**src/rtl/rv_pkg.sv**
```systemverilog
// Shared RV32I definitions for the control decoder and the instruction encoder.
package rv_pkg;

  localparam logic [6:0] OP_R      = 7'b0110011;
  localparam logic [6:0] OP_LOAD   = 7'b0000011;
  localparam logic [6:0] OP_STORE  = 7'b0100011;
  localparam logic [6:0] OP_BRANCH = 7'b1100011;

  typedef enum logic [1:0] {
    FMT_R      = 2'b00,
    FMT_LOAD   = 2'b01,
    FMT_STORE  = 2'b10,
    FMT_BRANCH = 2'b11
  } fmt_e;

endpackage

```
**src/rtl/instr_encoder_if.sv**
```systemverilog
// Request/response bus of the instruction encoder. The master side is the
// request producer and word consumer; the slave side is the encoder itself.
interface instr_encoder_if #(
  parameter int DEPTH  = 4,
  parameter int ADDR_W = 32
);
  localparam int CNT_W = $clog2(DEPTH) + 1;

  logic              in_valid;
  logic              in_ready;
  logic [1:0]        fmt;
  logic [4:0]        rd;
  logic [4:0]        rs1;
  logic [4:0]        rs2;
  logic [2:0]        funct3;
  logic [6:0]        funct7;
  logic [12:0]       imm;
  logic              out_valid;
  logic              out_ready;
  logic [31:0]       instr;
  logic [ADDR_W-1:0] out_addr;
  logic [CNT_W-1:0]  count;

  modport master (
    output in_valid, fmt, rd, rs1, rs2, funct3, funct7, imm, out_ready,
    input  in_ready, out_valid, instr, out_addr, count
  );

  modport slave (
    input  in_valid, fmt, rd, rs1, rs2, funct3, funct7, imm, out_ready,
    output in_ready, out_valid, instr, out_addr, count
  );

endinterface

```
**src/rtl/instr_encoder_sync_fifo.sv**
```systemverilog
// Synchronous FIFO with occupancy count. Push is refused when full and pop
// when empty; flush empties it and blocks both operations that cycle.
// The read port shows zero while empty so the output is clean after reset.
module sync_fifo #(
  parameter int WIDTH = 32,
  parameter int DEPTH = 4
) (
  input  logic                     clk,
  input  logic                     rst_n,
  input  logic                     flush,
  input  logic                     push,
  input  logic                     pop,
  input  logic [WIDTH-1:0]         wdata,
  output logic [WIDTH-1:0]         rdata,
  output logic                     full,
  output logic                     empty,
  output logic [$clog2(DEPTH):0]   count
);
  localparam int PTR_W = $clog2(DEPTH);
  localparam int CNT_W = PTR_W + 1;

  logic [WIDTH-1:0] mem [DEPTH];
  logic [PTR_W-1:0] wr_ptr;
  logic [PTR_W-1:0] rd_ptr;
  logic             do_push;
  logic             do_pop;

  assign full    = (count == CNT_W'(DEPTH));
  assign empty   = (count == '0);
  assign do_push = push && !full && !flush;
  assign do_pop  = pop && !empty && !flush;
  assign rdata   = empty ? '0 : mem[rd_ptr];

  // storage write; contents need no reset since reads are masked while empty
  always_ff @(posedge clk) begin
    if (do_push) mem[wr_ptr] <= wdata;
  end

  // pointers wrap naturally at DEPTH; count tracks push/pop balance
  always_ff @(posedge clk or negedge rst_n) begin
    if (!rst_n) begin
      wr_ptr <= '0;
      rd_ptr <= '0;
      count  <= '0;
    end else if (flush) begin
      wr_ptr <= '0;
      rd_ptr <= '0;
      count  <= '0;
    end else begin
      if (do_push) wr_ptr <= wr_ptr + PTR_W'(1);
      if (do_pop)  rd_ptr <= rd_ptr + PTR_W'(1);
      case ({do_push, do_pop})
        2'b10:   count <= count + CNT_W'(1);
        2'b01:   count <= count - CNT_W'(1);
        default: count <= count;
      endcase
    end
  end

endmodule

```
**src/rtl/instr_encoder.sv**
```systemverilog
// Instruction encoder: packs field-level requests into RV32I words
// (R, LOAD, STORE, BRANCH), queues them and streams them out with a byte
// address that advances by 4 per accepted word.
// Optional macro INSTR_ENC_CHECK_EN adds a sticky err output flagging
// misaligned branch offsets and out-of-range load/store offsets.
module instr_encoder
  import rv_pkg::*;
#(
  parameter int                DEPTH     = 4,
  parameter int                ADDR_W    = 32,
  parameter logic [ADDR_W-1:0] BASE_ADDR = '0
) (
  input  logic               clk,
  input  logic               rst_n,
  input  logic               flush,
  instr_encoder_if.slave     bus
`ifdef INSTR_ENC_CHECK_EN
  ,
  output logic               err
`endif
);
  localparam int CNT_W = $clog2(DEPTH) + 1;

  logic [31:0]       enc_word;
  logic              accept;
  logic              out_hs;
  logic              fifo_full;
  logic              fifo_empty;
  logic [CNT_W-1:0]  fifo_count;
  logic [ADDR_W-1:0] addr;

  // in_ready comes only from registered occupancy, so no comb path exists
  assign bus.in_ready  = !fifo_full;
  assign bus.out_valid = !fifo_empty;
  assign bus.count     = fifo_count;
  assign bus.out_addr  = addr;
  assign accept        = bus.in_valid && !fifo_full && !flush;
  assign out_hs        = !fifo_empty && bus.out_ready && !flush;

  // field packing per opcode class; fields unused by a format are ignored
  always_comb begin
    enc_word = '0;
    case (bus.fmt)
      FMT_R:
        enc_word = {bus.funct7, bus.rs2, bus.rs1, bus.funct3, bus.rd, OP_R};
      FMT_LOAD:
        enc_word = {bus.imm[11:0], bus.rs1, bus.funct3, bus.rd, OP_LOAD};
      FMT_STORE:
        enc_word = {bus.imm[11:5], bus.rs2, bus.rs1, bus.funct3,
                    bus.imm[4:0], OP_STORE};
      FMT_BRANCH:
        enc_word = {bus.imm[12], bus.imm[10:5], bus.rs2, bus.rs1, bus.funct3,
                    bus.imm[4:1], bus.imm[11], OP_BRANCH};
      default:
        enc_word = '0;
    endcase
  end

  sync_fifo #(
    .WIDTH (32),
    .DEPTH (DEPTH)
  ) u_fifo (
    .clk   (clk),
    .rst_n (rst_n),
    .flush (flush),
    .push  (accept),
    .pop   (out_hs),
    .wdata (enc_word),
    .rdata (bus.instr),
    .full  (fifo_full),
    .empty (fifo_empty),
    .count (fifo_count)
  );

  // byte address of the head word; wraps modulo 2^ADDR_W
  always_ff @(posedge clk or negedge rst_n) begin
    if (!rst_n)      addr <= BASE_ADDR;
    else if (flush)  addr <= BASE_ADDR;
    else if (out_hs) addr <= addr + ADDR_W'(4);
  end

`ifdef INSTR_ENC_CHECK_EN
  logic bad_req;

  // offset legality for the requested format
  always_comb begin
    bad_req = 1'b0;
    case (bus.fmt)
      FMT_BRANCH:          bad_req = bus.imm[0];
      FMT_LOAD, FMT_STORE: bad_req = bus.imm[12] ^ bus.imm[11];
      default:             bad_req = 1'b0;
    endcase
  end

  // sticky error; the offending word is still queued
  always_ff @(posedge clk or negedge rst_n) begin
    if (!rst_n)                  err <= 1'b0;
    else if (flush)              err <= 1'b0;
    else if (accept && bad_req)  err <= 1'b1;
  end
`endif

endmodule

```
**src/flat_wrapper.sv**
```systemverilog
// flat-port wrapper written by rule: the top's interface ports become plain ports
module instr_encoder_flat import rv_pkg::*;
#(
  parameter int                DEPTH     = 4,
  parameter int                ADDR_W    = 32,
  parameter logic [ADDR_W-1:0] BASE_ADDR = '0
)
  (clk, rst_n, flush, bus_in_valid, bus_fmt, bus_rd, bus_rs1, bus_rs2, bus_funct3, bus_funct7, bus_imm, bus_out_ready, bus_in_ready, bus_out_valid, bus_instr, bus_out_addr, bus_count);
  instr_encoder_if #(.DEPTH(DEPTH), .ADDR_W(ADDR_W)) bus_i ();
  input  logic clk;
  input  logic rst_n;
  input  logic flush;
  input wire logic [$bits(bus_i.in_valid)-1:0] bus_in_valid;
  input wire logic [$bits(bus_i.fmt)-1:0] bus_fmt;
  input wire logic [$bits(bus_i.rd)-1:0] bus_rd;
  input wire logic [$bits(bus_i.rs1)-1:0] bus_rs1;
  input wire logic [$bits(bus_i.rs2)-1:0] bus_rs2;
  input wire logic [$bits(bus_i.funct3)-1:0] bus_funct3;
  input wire logic [$bits(bus_i.funct7)-1:0] bus_funct7;
  input wire logic [$bits(bus_i.imm)-1:0] bus_imm;
  input wire logic [$bits(bus_i.out_ready)-1:0] bus_out_ready;
  output wire logic [$bits(bus_i.in_ready)-1:0] bus_in_ready;
  output wire logic [$bits(bus_i.out_valid)-1:0] bus_out_valid;
  output wire logic [$bits(bus_i.instr)-1:0] bus_instr;
  output wire logic [$bits(bus_i.out_addr)-1:0] bus_out_addr;
  output wire logic [$bits(bus_i.count)-1:0] bus_count;
  assign bus_i.in_valid = bus_in_valid;
  assign bus_i.fmt = bus_fmt;
  assign bus_i.rd = bus_rd;
  assign bus_i.rs1 = bus_rs1;
  assign bus_i.rs2 = bus_rs2;
  assign bus_i.funct3 = bus_funct3;
  assign bus_i.funct7 = bus_funct7;
  assign bus_i.imm = bus_imm;
  assign bus_i.out_ready = bus_out_ready;
  assign bus_in_ready = bus_i.in_ready;
  assign bus_out_valid = bus_i.out_valid;
  assign bus_instr = bus_i.instr;
  assign bus_out_addr = bus_i.out_addr;
  assign bus_count = bus_i.count;
  instr_encoder #(.DEPTH(DEPTH), .ADDR_W(ADDR_W), .BASE_ADDR(BASE_ADDR)) u_core (.clk(clk), .rst_n(rst_n), .flush(flush), .bus(bus_i));
endmodule
```
**config.mk**
```make
export PLATFORM = sky130hd
export DESIGN_NAME = instr_encoder_flat
export DESIGN_NICKNAME = d
export VERILOG_FILES = /design/src/rtl/rv_pkg.sv /design/src/rtl/instr_encoder_if.sv /design/src/rtl/instr_encoder_sync_fifo.sv /design/src/rtl/instr_encoder.sv /design/src/flat_wrapper.sv
export SDC_FILE = /design/constraint.sdc
export NUM_CORES = 1
export LEC_CHECK = 0
export CAP_MARGIN = 10
export CORE_MARGIN = 4
export CORE_UTILIZATION = 53
export DETAILED_ROUTE_END_ITERATION = 12
export GPL_ROUTABILITY_DRIVEN = 0
export GPL_TIMING_DRIVEN = 0
export HOLD_SLACK_MARGIN = 0.05
export PLACE_DENSITY = 0.8
export SKIP_LAST_GASP = 1
export SYNTH_ARGS = -nofsm -noshare
export SYNTH_HDL_FRONTEND = slang
export SYNTH_SLANG_ARGS = --single-unit
```
**constraint.sdc**
```tcl
create_clock -name clk -period 2.7 [get_ports clk]
set_clock_uncertainty 0.1 [all_clocks]
set_input_delay 0.27 -clock clk [delete_from_list [all_inputs] [get_ports clk]]
set_output_delay 0.27 -clock clk [all_outputs]
set_load 0.02 [all_outputs]
```
==> results of run 1 <==
power by group:
part	switching [W]	leakage (nW)	total [W]	internal [W]
logic	0.00131	1.18	0.00259	0.00128
clock network	0.000954	0.280	0.00224	0.00129
registers	0.000110	1.53	0.00275	0.00264
total	0.00237	2.99	0.00758	0.00521
logic make-up (layout without fill, tap and decap cells):
logic type	count (synthesis)	after routing
flops	149	149
compound gates	17	17
xor+xnor	29	29
fa+ha+maj	6	6
buf+inv	31	173
other cells	1	4
simple gates	134	134
mux	48	48
critical path, stage by stage (launching register included):
cell                              delay (ns)
sky130_fd_sc_hd__dfrtp_1                0.38
sky130_fd_sc_hd__buf_4                  0.27
sky130_fd_sc_hd__mux4_2                 0.53
sky130_fd_sc_hd__nor2b_1                0.16
sky130_fd_sc_hd__clkdlybuf4s50_1        0.55
Yosys cell counts (4+ instances only):
cell type / count / share of area [%]
sky130_fd_sc_hd__nor4_1: 4 / 0.39
sky130_fd_sc_hd__xor2_1: 17 / 2.3
sky130_fd_sc_hd__clkbuf_1: 13 / 0.75
sky130_fd_sc_hd__nand2_1: 14 / 0.81
sky130_fd_sc_hd__ha_1: 5 / 0.96
sky130_fd_sc_hd__buf_4: 6 / 0.69
sky130_fd_sc_hd__edfxtp_1: 112 / 52
sky130_fd_sc_hd__nand3_1: 12 / 0.93
sky130_fd_sc_hd__inv_1: 5 / 0.29
sky130_fd_sc_hd__and2_1: 6 / 0.58
sky130_fd_sc_hd__mux2i_1: 4 / 0.62
sky130_fd_sc_hd__xnor2_1: 12 / 1.6
sky130_fd_sc_hd__mux2_2: 16 / 2.8
sky130_fd_sc_hd__a21oi_1: 8 / 0.62
sky130_fd_sc_hd__nand4_1: 10 / 0.96
sky130_fd_sc_hd__dfrtp_1: 37 / 14
sky130_fd_sc_hd__nor2b_1: 30 / 2.9
sky130_fd_sc_hd__and3_1: 7 / 0.67
sky130_fd_sc_hd__nor2_1: 35 / 2.0
sky130_fd_sc_hd__mux4_2: 28 / 9.7
cell type report:
cell class | count | share of cell area, %
Tap cell | 147 | 2.19
Multi-Input combinational cell | 238 | 24.5
Buffer | 26 | 2.21
Clock inverter | 15 | 1.71
Inverter | 5 | 0.224
Timing Repair Buffer | 110 | 13.0
Clock buffer | 17 | 5.07
Sequential cell | 149 | 51.1
worst min-delay path by stage:
| stage | slack, ns | start | to |
|---|---|---|---|
| finish | 0.38 | bus_fmt[0] | u_core.u_fifo.mem[2][6]$_DFFE_PP_ |
| global route | 0.39 | bus_fmt[0] | u_core.u_fifo.mem[2][6]$_DFFE_PP_ |
| CTS | 0.36 | bus_fmt[0] | u_core.u_fifo.mem[3][6]$_DFFE_PP_ |
| detailed placement | 0.32 | rst_n | u_core.bus.out_addr[29]$_DFFE_PN0N_ |
| global placement | 0.44 | u_core.bus.out_addr[18]$_DFFE_PN0N_ | u_core.bus.out_addr[18]$_DFFE_PN0N_ |
| floorplan | -0.13 | rst_n | u_core.bus.out_addr[10]$_DFFE_PN0N_ |
what timing repair did:
item,in CTS,in global routing
gates resized for setup,19,3
setup buffers,1,0
setup endpoints to repair,31,30
hold endpoints to repair,37,0
hold buffers,1,0
registers in the layout, summed over array words and instances, names as in the netlist:
register	count
u_core.bus.out_addr	30
u_core.u_fifo.count	3
u_core.u_fifo.mem	112
u_core.u_fifo.rd_ptr	2
u_core.u_fifo.wr_ptr	2
through the flow:
| stage | setup WS [ns] | instances |
|---|---|---|
| 6_report | 0.0351 | 707 |
| 5_1_grt | -0.0468 | 707 |
| 4_1_cts | 0.00225 | 707 |
| 3_5_place_dp | -0.262 | 673 |
| 3_3_place_gp | -0.203 | 673 |
| 2_1_floorplan | 0.143 | 418 |
routing by layer:
metal	share of wire [%]	GRT usage (%)
met5	0	0
met4	0.93	6.73
met3	5.3	5.36
met2	52	33.0
met1	41	25.5
==> summary by stage, run 1 <==
Yosys
After synthesis, the share of cell area in mux cells is 13.1%. The sequential area share after synthesis is ~66%. The synthesized-area fraction occupied by adder cells is under 10%.

The mean post-synth cell area is about 16 um^2. The post-synthesis simple-gate area fraction is 11.4%. Summing the areas of all compound-gate instances in the mapped netlist gives approximately 1.6% of the synthesized area. In the synthesized netlist the async set-or-reset flop fraction comes to between 20 and 25%. The main combinational cell family by area after synthesis is multiplexers. Synthesis handed over a netlist of 415 instances. The synthesized-area fraction occupied by xor and xnor cells is between 3 and 4%.

Synthesis inferred 149 register bits. The count of different cell masters after synthesis is 42. The number of warnings issued by yosys is 0. In this run, synthesis inferred about 110 flip-flops with an integrated enable. The synthesized netlist occupies a cell area of ~6500 um^2. The most used flip-flop cell after synthesis is sky130_fd_sc_hd__edfxtp_1.

Floorplanning
114 I/O pins were placed. The starting utilization of the core area is 54.0%. The number of cell rows is 40. The die outline area is 14,100 um^2. From left edge to right edge, the die measures 119 um. The core footprint is 12,000 um^2.

The die height is 119 um.

Global route
The first-pass GRT wire length is approximately 22 mm. In the global route stage, overall resource usage came out at slightly below 20%. The number of antenna violations at the first check in global routing was 0. The via count of the first global-routing pass is 4,129. The pin count of the biggest net entering global routing is 38. Summed over all layers, the global routing overflow is 0.

Place
The total cell area at the placement stage is 7770 um^2. The count of buffers inserted at the top-level ports is 108. The estimated wirelength of the detail-placed design is 8.50 mm.

Timing
The final critical path time including I/O delays and setup is 2.66 ns. Setup violations remaining at the end of the flow were counted as 0. The setup TNS after final layout is 0 ns. The share of the cycle needed by the critical path after routing is 98.7%. The highest clock frequency the design can meet is 0.375 GHz.

Setup repair after global routing could not meet its margin everywhere. The final count of pins violating max slew was 0. The worst hold margin is about 0.38 ns. The number of endpoints with negative hold slack in the final report came to 0. The worst slew slack as a fraction of its limit is ~37%. For the pin with the worst max-slew slack, the measured transition is 0.940 ns.

Final layout
The top cell types in the final layout, fill and taps aside, are 112 x sky130_fd_sc_hd__edfxtp_1, 106 x sky130_fd_sc_hd__clkdlybuf4s50_1, 37 x sky130_fd_sc_hd__dfrtp_1, 35 x sky130_fd_sc_hd__nor2_1, 30 x sky130_fd_sc_hd__nor2b_1. The area growth from synthesis to layout is 29.3%. The proportion of layout cells with a drive suffix above 1 is 19.5%. The diode insertion count for antenna repair is 0. The core occupancy in the finished layout is 69.9%.

The total area of sequential cells is 4290 um^2. Summing all multi-input logic gate instances after layout gives approximately 2100 um^2. After the last flow step, the layout net total stands at ~600. Leaving out fill and tap cells, the most frequent cell in the layout is sky130_fd_sc_hd__edfxtp_1.

The post-route cell area is approximately 8400 um^2. The count of fill cells added during filler insertion is 809.

Setup path
STA classifies the critical path endpoint as an output pin. The number of cells on the worst reg-to-reg path is 7. The highest fanout seen on the critical path is 10. The data arrival time of the worst path is 2.29 ns. The startpoint of the most critical setup path is u_core.u_fifo.rd_ptr[0]$_DFFE_PN0P_. At the worst endpoint, the required time is ~2.3 ns. The most critical setup path has its endpoint at bus_instr[5].

The flop-to-flop setup slack is 0.28 ns. The worst setup path is launched from a flop. The worst register-to-register path begins at u_core.u_fifo.count[0]$_DFFE_PN0P_.

In this run the critical register-to-register path is captured at u_core.u_fifo.count[1]$_DFFE_PN0P_. The critical path in this run is classified as reg -> out.

Route
The post-detailed-route DRC marker count is 0. The number of detailed-routing iterations run before antenna repair is 5. The detail route stage leaves a number of antenna-violating nets equal to 0. The DRC violation total after the first TritonRoute iteration is 270.

The total via count in the routed design is 3,888. For this block, the routed nets add up to around 13 mm of wire. Dividing the detail-routed via count by the number of cells gives 5.50. The routed length per placed instance is 18.8 um.

Clock network
The total CTS buffers is 17. The root buffer cell chosen for the clock tree is sky130_fd_sc_hd__clkbuf_16. After clock tree synthesis, the clock-pin slew on the worst setup and hold paths is 0.06 ns.

The H-tree level count is 4. Clock latency on the worst-skew pair, taken at its later pin, is 0.41 ns. The longest clock path from root to sink contains 2 buffers. The CTS tree is done. The CTS sink count is ~150.

Power
The power density of the placed cells is 903 nW/um^2. The largest vdd supply drop is 0.000469 V. For this design the static power due to leakage is 2.99 nW. The total chip power is 0.00758 W.

Hold path
The tightest min-delay check is of the in -> reg type. The worst hold path cell count is 2.

Status
The run finished with clean final reports.

Run
The max-capacitance violation count is 0.
(Power assumes the default switching activity.)
==> run 2, diff against run 1 <==
CELL_PAD_IN_SITES_DETAIL_PLACEMENT = 0   (was default)
CELL_PAD_IN_SITES_GLOBAL_PLACEMENT = 1   (was default)
CORE_UTILIZATION = 44   (was 53)
PLACE_DENSITY = default   (was 0.8)
PLACE_DENSITY_LB_ADDON = 0.1   (was default)
==> run 2 against run 1 <==
Net effect:
- utilization is 12 points lower
- largest cell class unchanged
- global-route usage is 3.2 points lower
- power is 0.76% lower
- flip-flop and latch count stayed put
==> summary by stage, run 2 (synthesis gave the netlist of run 1 again) <==
Clock network
The CTS sink count is 149 (unchanged). The clock-pin slew on the worst setup and hold paths was 0.06 ns (about the same). The total CTS buffers is 17 (unchanged).

TritonCTS built the clock tree. The largest buffer count on any clock path came to 2 (unchanged). The clock insertion delay at the later pin of the skew report is 0.41 ns (about the same).

The tree is rooted in a sky130_fd_sc_hd__clkbuf_16. The H-tree level count was 4 (unchanged).

Timing
The share of the cycle needed by the critical path after routing is 96.1% (-2.6 points). The final critical path time including I/O delays and setup was 2.60 ns (-0.0694 ns). The slew at the pin closest to its max-slew limit is 0.901 ns (-0.0385 ns).

The final number of setup-violating endpoints is 0 (unchanged). The post-layout worst setup margin is 0.105 ns (+0.0694 ns). The highest clock frequency the design can meet is 0.385 GHz (+2.7%). Setup repair after global routing could not meet its margin everywhere.

The worst slew slack as a fraction of its limit is 39.5% (+2.3 points). The number of endpoints with negative hold slack in the final report was 0 (unchanged). The setup TNS after final layout is 0 ns (unchanged). The final count of pins violating max slew came to 0 (unchanged).

Route
The DRC violation total after the first TritonRoute iteration came to 244 (-9.6%). The antenna violation net count after detailed routing is 0 (unchanged). The via-per-instance ratio is 5.25 (-4.6%).

The total via count in the routed design is 3,910 (+0.57%). The number of detailed-routing iterations run before antenna repair is 4 (-1). The post-detailed-route DRC marker count is 0 (unchanged). The routed length per placed instance came to 17.7 um (-5.9%). The final wirelength is 13.2 mm (-0.84%).

Setup path
The worst path required time is 2.33 ns (about the same). The cell at the slowest stage of the critical path is sky130_fd_sc_hd__clkdlybuf4s50_1. The type of origin of the critical path is a flop.

The count of buffering cells on the critical path with inverters included is 2 (unchanged). The data arrival time of the worst path was 2.23 ns (-0.06 ns). The setup path with the least slack is of type reg -> out. Walking the worst path, the cells encountered are buf_6, mux4_2, nor2b_1, clkdlybuf4s50_1. The kind of cell adding the most delay to the critical path is buffers and inverters. The highest fanout seen on the critical path is 10 (unchanged). The largest stage delay on the critical path was 0.54 ns (about the same). The category of the worst setup path capture point is an output pin.

Floorplanning
The die outline area is 16,800 um^2 (+19%). The starting utilization of the core area was 44.8% (-9.2 points). The number of top-level pins was 114 (unchanged). The die height was 129 um (+9.1%). The core footprint is 14,500 um^2 (+21%). The number of cell rows is 44 (+10%). The die width is 129 um (+9.1%).

Global route
The number of antenna violations at the first check in global routing is 0 (unchanged). The pin count of the biggest net entering global routing is 38 (unchanged). The first-pass GRT wire length is 21.1 mm (-2.2%). The via count of the first global-routing pass came to 4,078 (-1.2%). The total routing usage reported by global routing was 16.7% (-3.2 points). The global route total overflow is 0 (unchanged).

Final layout
The library cells used most frequently in the layout, excluding fill and tap cells, are 112 x sky130_fd_sc_hd__edfxtp_1, 105 x sky130_fd_sc_hd__clkdlybuf4s50_1, 35 x sky130_fd_sc_hd__nor2_1, 35 x sky130_fd_sc_hd__dfrtp_1, 30 x sky130_fd_sc_hd__nor2b_1. The number of flip-flops in the largest register is 112 (unchanged). The proportion of layout cells with a drive suffix above 1 came to 18.9% (-0.57 points). The diode insertion count for antenna repair came to 0 (unchanged). The core occupancy in the finished layout is 58.3% (-12 points). The area growth from synthesis to layout is 30.1%. Leaving out fill and tap cells, the most frequent cell in the layout is sky130_fd_sc_hd__edfxtp_1. The register bank with the most flops is u_core.u_fifo.mem.

The net total in the final layout is 599 (+0.17%). The count of fill cells added during filler insertion is 1,139 (+41%).

Run
The max-capacitance violation count is 0 (unchanged).

Power
The power density of the placed cells came to 891 nW/um^2 (-1.4%). The largest vdd supply drop was 0.000491 V (+4.5%). The leakage power came to 3.00 nW (+0.54%).

Place
The count of buffers inserted at the top-level ports came to 108 (unchanged). The estimated wirelength of the detail-placed design is 8.75 mm (+3.0%). The worst-case setup slack after placement is -0.228 ns (+0.0338 ns).

Status
The run finished with clean final reports.

Hold path
The tightest min-delay check is of the in -> reg type.
run 2: stage by stage:
stage | area [um^2] | hold slack [ns] | power (W) | instances
floorplan | 6500 | -0.126 | 0.00426 | 418
global placement | 7810 | 0.443 | 0.00529 | 710
detailed placement | 7810 | 0.343 | 0.00532 | 710
CTS | 8420 | 0.375 | 0.00759 | 745
global route | 8450 | 0.397 | 0.00791 | 745
finish | 8450 | 0.382 | 0.00752 | 745
run 2: power breakdown:
part | leakage [nW] | switching (W) | internal [W]
sequential | 1.53 | 0.000113 | 0.00265
clock | 0.264 | 0.000849 | 0.00133
combinational | 1.21 | 0.00127 | 0.00131
run 2: cell type report:
type                            instances  area [um^2]  area share [%]
Multi-Input combinational cell        238         2050            24.3
Sequential cell                       149         4290            50.8
Tap cell                              184          230            2.73
Buffer                                 26          198            2.34
Inverter                                5         18.8           0.222
Timing Repair Buffer                  111         1110            13.1
Clock inverter                         14          118            1.39
Clock buffer                           18          429            5.08
run 2: final timing paths:
kind | from | end | slack [ns] | cells past startpoint
worst max-delay path | u_core.u_fifo.rd_ptr[0]$_DFFE_PN0P_ | bus_instr[23] | 0.10 | 4
worst min-delay path | bus_fmt[0] | u_core.u_fifo.mem[1][6]$_DFFE_PP_ | 0.38 | 2
worst max register to register | u_core.u_fifo.count[2]$_DFFE_PN0P_ | u_core.u_fifo.mem[2][12]$_DFFE_PP_ | 0.27 | 5
worst min register to register | u_core.bus.out_addr[27]$_DFFE_PN0N_ | u_core.bus.out_addr[27]$_DFFE_PN0N_ | 0.47 | 2
max in group asynchronous | rst_n | u_core.u_fifo.rd_ptr[0]$_DFFE_PN0P_ | 1.48 | 2
min in group asynchronous | rst_n | u_core.bus.out_addr[11]$_DFFE_PN0N_ | 0.41 | 2
run 2: what timing repair did:
action,4_1_cts,5_1_grt
setup buffers,2,0
hold buffers,1,0
resized for setup,17,11
setup endpoints to repair,31,28
hold endpoints to repair,37,0
run 2: metal layers:
layer,wire (um),vias up,track usage (%)
li1,-,1816,-
met1,5530,1972,20.9
met2,6820,108,28.0
met3,714,14,4.82
met4,142,0,5.75
met5,0,-,0
==> run 3, diff against run 2 <==
REMOVE_ABC_BUFFERS = 1   (was default)
==> run 3 against run 2 <==
Net effect:
- maximum frequency down 2.8%
- wire length grew 5.3%
- final cell count is 2.4% lower
- clock power grew 4%
- worst hold slack got worse by 0.070 ns
- combinational power decreased by 2%
- critical path depth stayed put
- final area about the same
- critical endpoint is now bus_instr[30]
- largest cell class unchanged
==> summary by stage, run 3 (synthesis gave the netlist of run 1 again) <==
Status
The flow ran to the end, and the final reports show no timing, DRC or antenna violations.

Final layout
The count of fill cells added during filler insertion is 1,172 (+2.9%). The core occupancy in the finished layout is 58.4% (about the same). The proportion of layout cells with a drive suffix above 1 is 19.0% (+0.074 points). The number of flip-flops in the largest register was 112 (unchanged).

The area growth from synthesis to layout is 30.2% (about the same). The total area of sequential cells is 4290 um^2 (about the same). The net total in the final layout is 581 (-3.0%). The register bank with the most flops is u_core.u_fifo.mem. The multi-input logic area is 2060 um^2 (+0.30%). The post-route cell area is 8450 um^2 (about the same). The diode insertion count for antenna repair was 0 (unchanged). The top cell types in the final layout, fill and taps aside, are 112 x sky130_fd_sc_hd__edfxtp_1, 84 x sky130_fd_sc_hd__clkdlybuf4s50_1, 35 x sky130_fd_sc_hd__nor2_1, 35 x sky130_fd_sc_hd__dfrtp_1, 30 x sky130_fd_sc_hd__nor2b_1.

The commonest non-fill, non-tap cell in the layout is sky130_fd_sc_hd__edfxtp_1.

Place
The estimated wirelength of the detail-placed design came to 8.44 mm (-3.5%). The total cell area at the placement stage was 7720 um^2 (-1.2%). The count of buffers inserted at the top-level ports was 109 (+0.93%).

Hold path
The worst-case hold path end point is u_core.bus.out_addr[15]$_DFFE_PN0N_. The worst hold path cell count is 2 (unchanged). The path class of the tightest hold or removal check is in -> reg. In this run the most critical hold path is launched from flush.

Power
The largest vdd supply drop is 0.000472 V (-3.7%). The total chip power was 0.00759 W (+0.83%). The leakage power is 3.27 nW (+8.9%). The power density of the placed cells is 897 nW/um^2 (+0.74%).

Timing
The final critical path time including I/O delays and setup is 2.67 ns (+0.0743 ns). Setup repair after global routing could not meet its margin everywhere. The worst hold margin was 0.312 ns (-0.0703 ns).

The worst slew slack as a fraction of its limit is 35.6% (-3.9 points). The number of endpoints with negative hold slack in the final report is 0 (unchanged). The slew at the pin closest to its max-slew limit was 0.959 ns (+0.0582 ns). The highest clock frequency the design can meet was 0.375 GHz (-2.8%). The share of the cycle needed by the critical path after routing was 98.9% (+2.8 points). The final count of pins violating max slew is 0 (unchanged).

The final number of setup-violating endpoints was 0 (unchanged).

Global route
The global route total overflow came to 0 (unchanged). The number of antenna violations at the first check in global routing came to 0 (unchanged). The pin count of the biggest net entering global routing is 41 (+7.9%). The via count of the first global-routing pass is 3,960 (-2.9%). The first-pass GRT wire length is 21.0 mm (-0.33%).

The total routing usage reported by global routing is 16.8% (+0.069 points).

Clock network
The CTS sink count was 149 (unchanged). The clock insertion delay at the later pin of the skew report is 0.42 ns (about the same). The largest buffer count on any clock path is 2 (unchanged).

The clock-pin slew on the worst setup and hold paths is 0.07 ns (about the same). TritonCTS built the clock tree. The total CTS buffers is 17 (unchanged). The root cell of the clock tree is sky130_fd_sc_hd__clkbuf_16. The H-tree level count was 4 (unchanged).

Route
The DRC violation total after the first TritonRoute iteration is 232 (-4.9%). The routed length per placed instance came to 19.1 um (+7.9%). The highest layer touched by signal routing is met4. The detailed-route wire length on metal 1 came to 5.74 mm (+3.9%). The via-per-instance ratio is 5.32 (+1.4%). The met2 wire length is 7.05 mm (+3.4%). The sum of met3 wire segment lengths after detailed routing came to 976 um (+37%).

The number of detailed-routing iterations run before antenna repair is 4 (unchanged). The final wirelength was 13.9 mm (+5.3%). The total via count in the routed design is 3,870 (-1.0%). The antenna violation net count after detailed routing is 0 (unchanged). The post-detailed-route DRC marker count was 0 (unchanged).

Floorplanning
The number of cell rows is 44 (unchanged). The starting utilization of the core area is 44.8% (unchanged). The die width is 129 um (unchanged). The core footprint is 14,500 um^2 (unchanged). The die outline area is 16,800 um^2 (unchanged). The number of top-level pins is 114 (unchanged). The die height came to 129 um (unchanged).

Setup path
The data arrival time of the worst path is 2.30 ns (+0.07 ns). The capture point of the worst reg-to-reg path is u_core.bus.out_addr[12]$_DFFE_PN0N_. The flop-to-flop setup slack is 0.31 ns (+0.04 ns).

The worst path required time is 2.33 ns (about the same). The number of cells on the worst reg-to-reg path is 6 (+1). The worst setup path is captured at an output pin. The worst register-to-register path begins at u_core.bus.out_addr[2]$_DFFE_PN0N_.

The highest fanout seen on the critical path was 12 (+2). The critical path in this run is classified as reg -> out. The type of origin of the critical path is a flop.

Run
The max-capacitance violation count is 0 (unchanged).
## run 3: worst max-delay path, stage by stage, from the launching register on
cell and delay, ns:
sky130_fd_sc_hd__dfrtp_2 0.47, sky130_fd_sc_hd__buf_12 0.20, sky130_fd_sc_hd__mux4_2 0.51, sky130_fd_sc_hd__nor2b_1 0.16
sky130_fd_sc_hd__clkdlybuf4s50_1 0.54
## run 3: layer usage
layer  vias up  GRT usage (%)
met2       107           27.9
met3        14           6.06
met5         -              0
met1      1966           20.8
met4         0           4.95
li1       1783              -
## run 3: layout make-up
class                           count  area share [%]
Clock buffer                       17            5.03
Clock inverter                     15            1.78
Inverter                            5           0.222
Multi-Input combinational cell    238            24.4
Sequential cell                   149            50.8
Tap cell                          184            2.72
Timing Repair Buffer              119            15.1
## run 3: timing repair
item,CTS,global route
buffers inserted,4,1
hold endpoints to repair,37,0
cloned,0,1
pin swaps,1,0
gates resized for setup,3,22
hold buffers,1,0
endpoints found under the setup margin,31,23
## run 3: worst max path at each step
stage / start / end / cells past startpoint
floorplan: u_core.u_fifo.count[0]$_DFFE_PN0P_ / bus_instr[0] / 2
global placement: u_core.u_fifo.count[0]$_DFFE_PN0P_ / bus_instr[31] / 3
detailed placement: bus_fmt[1] / u_core.u_fifo.mem[3][29]$_DFFE_PP_ / 3
CTS: u_core.u_fifo.rd_ptr[0]$_DFFE_PN0P_ / bus_instr[6] / 4
global route: u_core.u_fifo.rd_ptr[0]$_DFFE_PN0P_ / bus_instr[30] / 4
finish: u_core.u_fifo.rd_ptr[0]$_DFFE_PN0P_ / bus_instr[30] / 4
## run 3: power by group
part	internal [W]	leakage (nW)	switching, W	total (W)
Clock	0.00129	0.274	0.000976	0.00227
Combinational	0.00127	1.47	0.00127	0.00253
Sequential	0.00264	1.53	0.000146	0.00279
Total	0.00520	3.27	0.00239	0.00759
## run 3: per-stage QoR
stage,worst slack [ns],setup TNS [ns],cells
floorplan,-0.515,-4.72,392
CTS,-0.0141,-0.0242,725
global placement,-2.26,-184.85,685
detailed placement,0.0747,0,688
finish,0.0302,0,727
global route,-0.0652,-0.0652,727
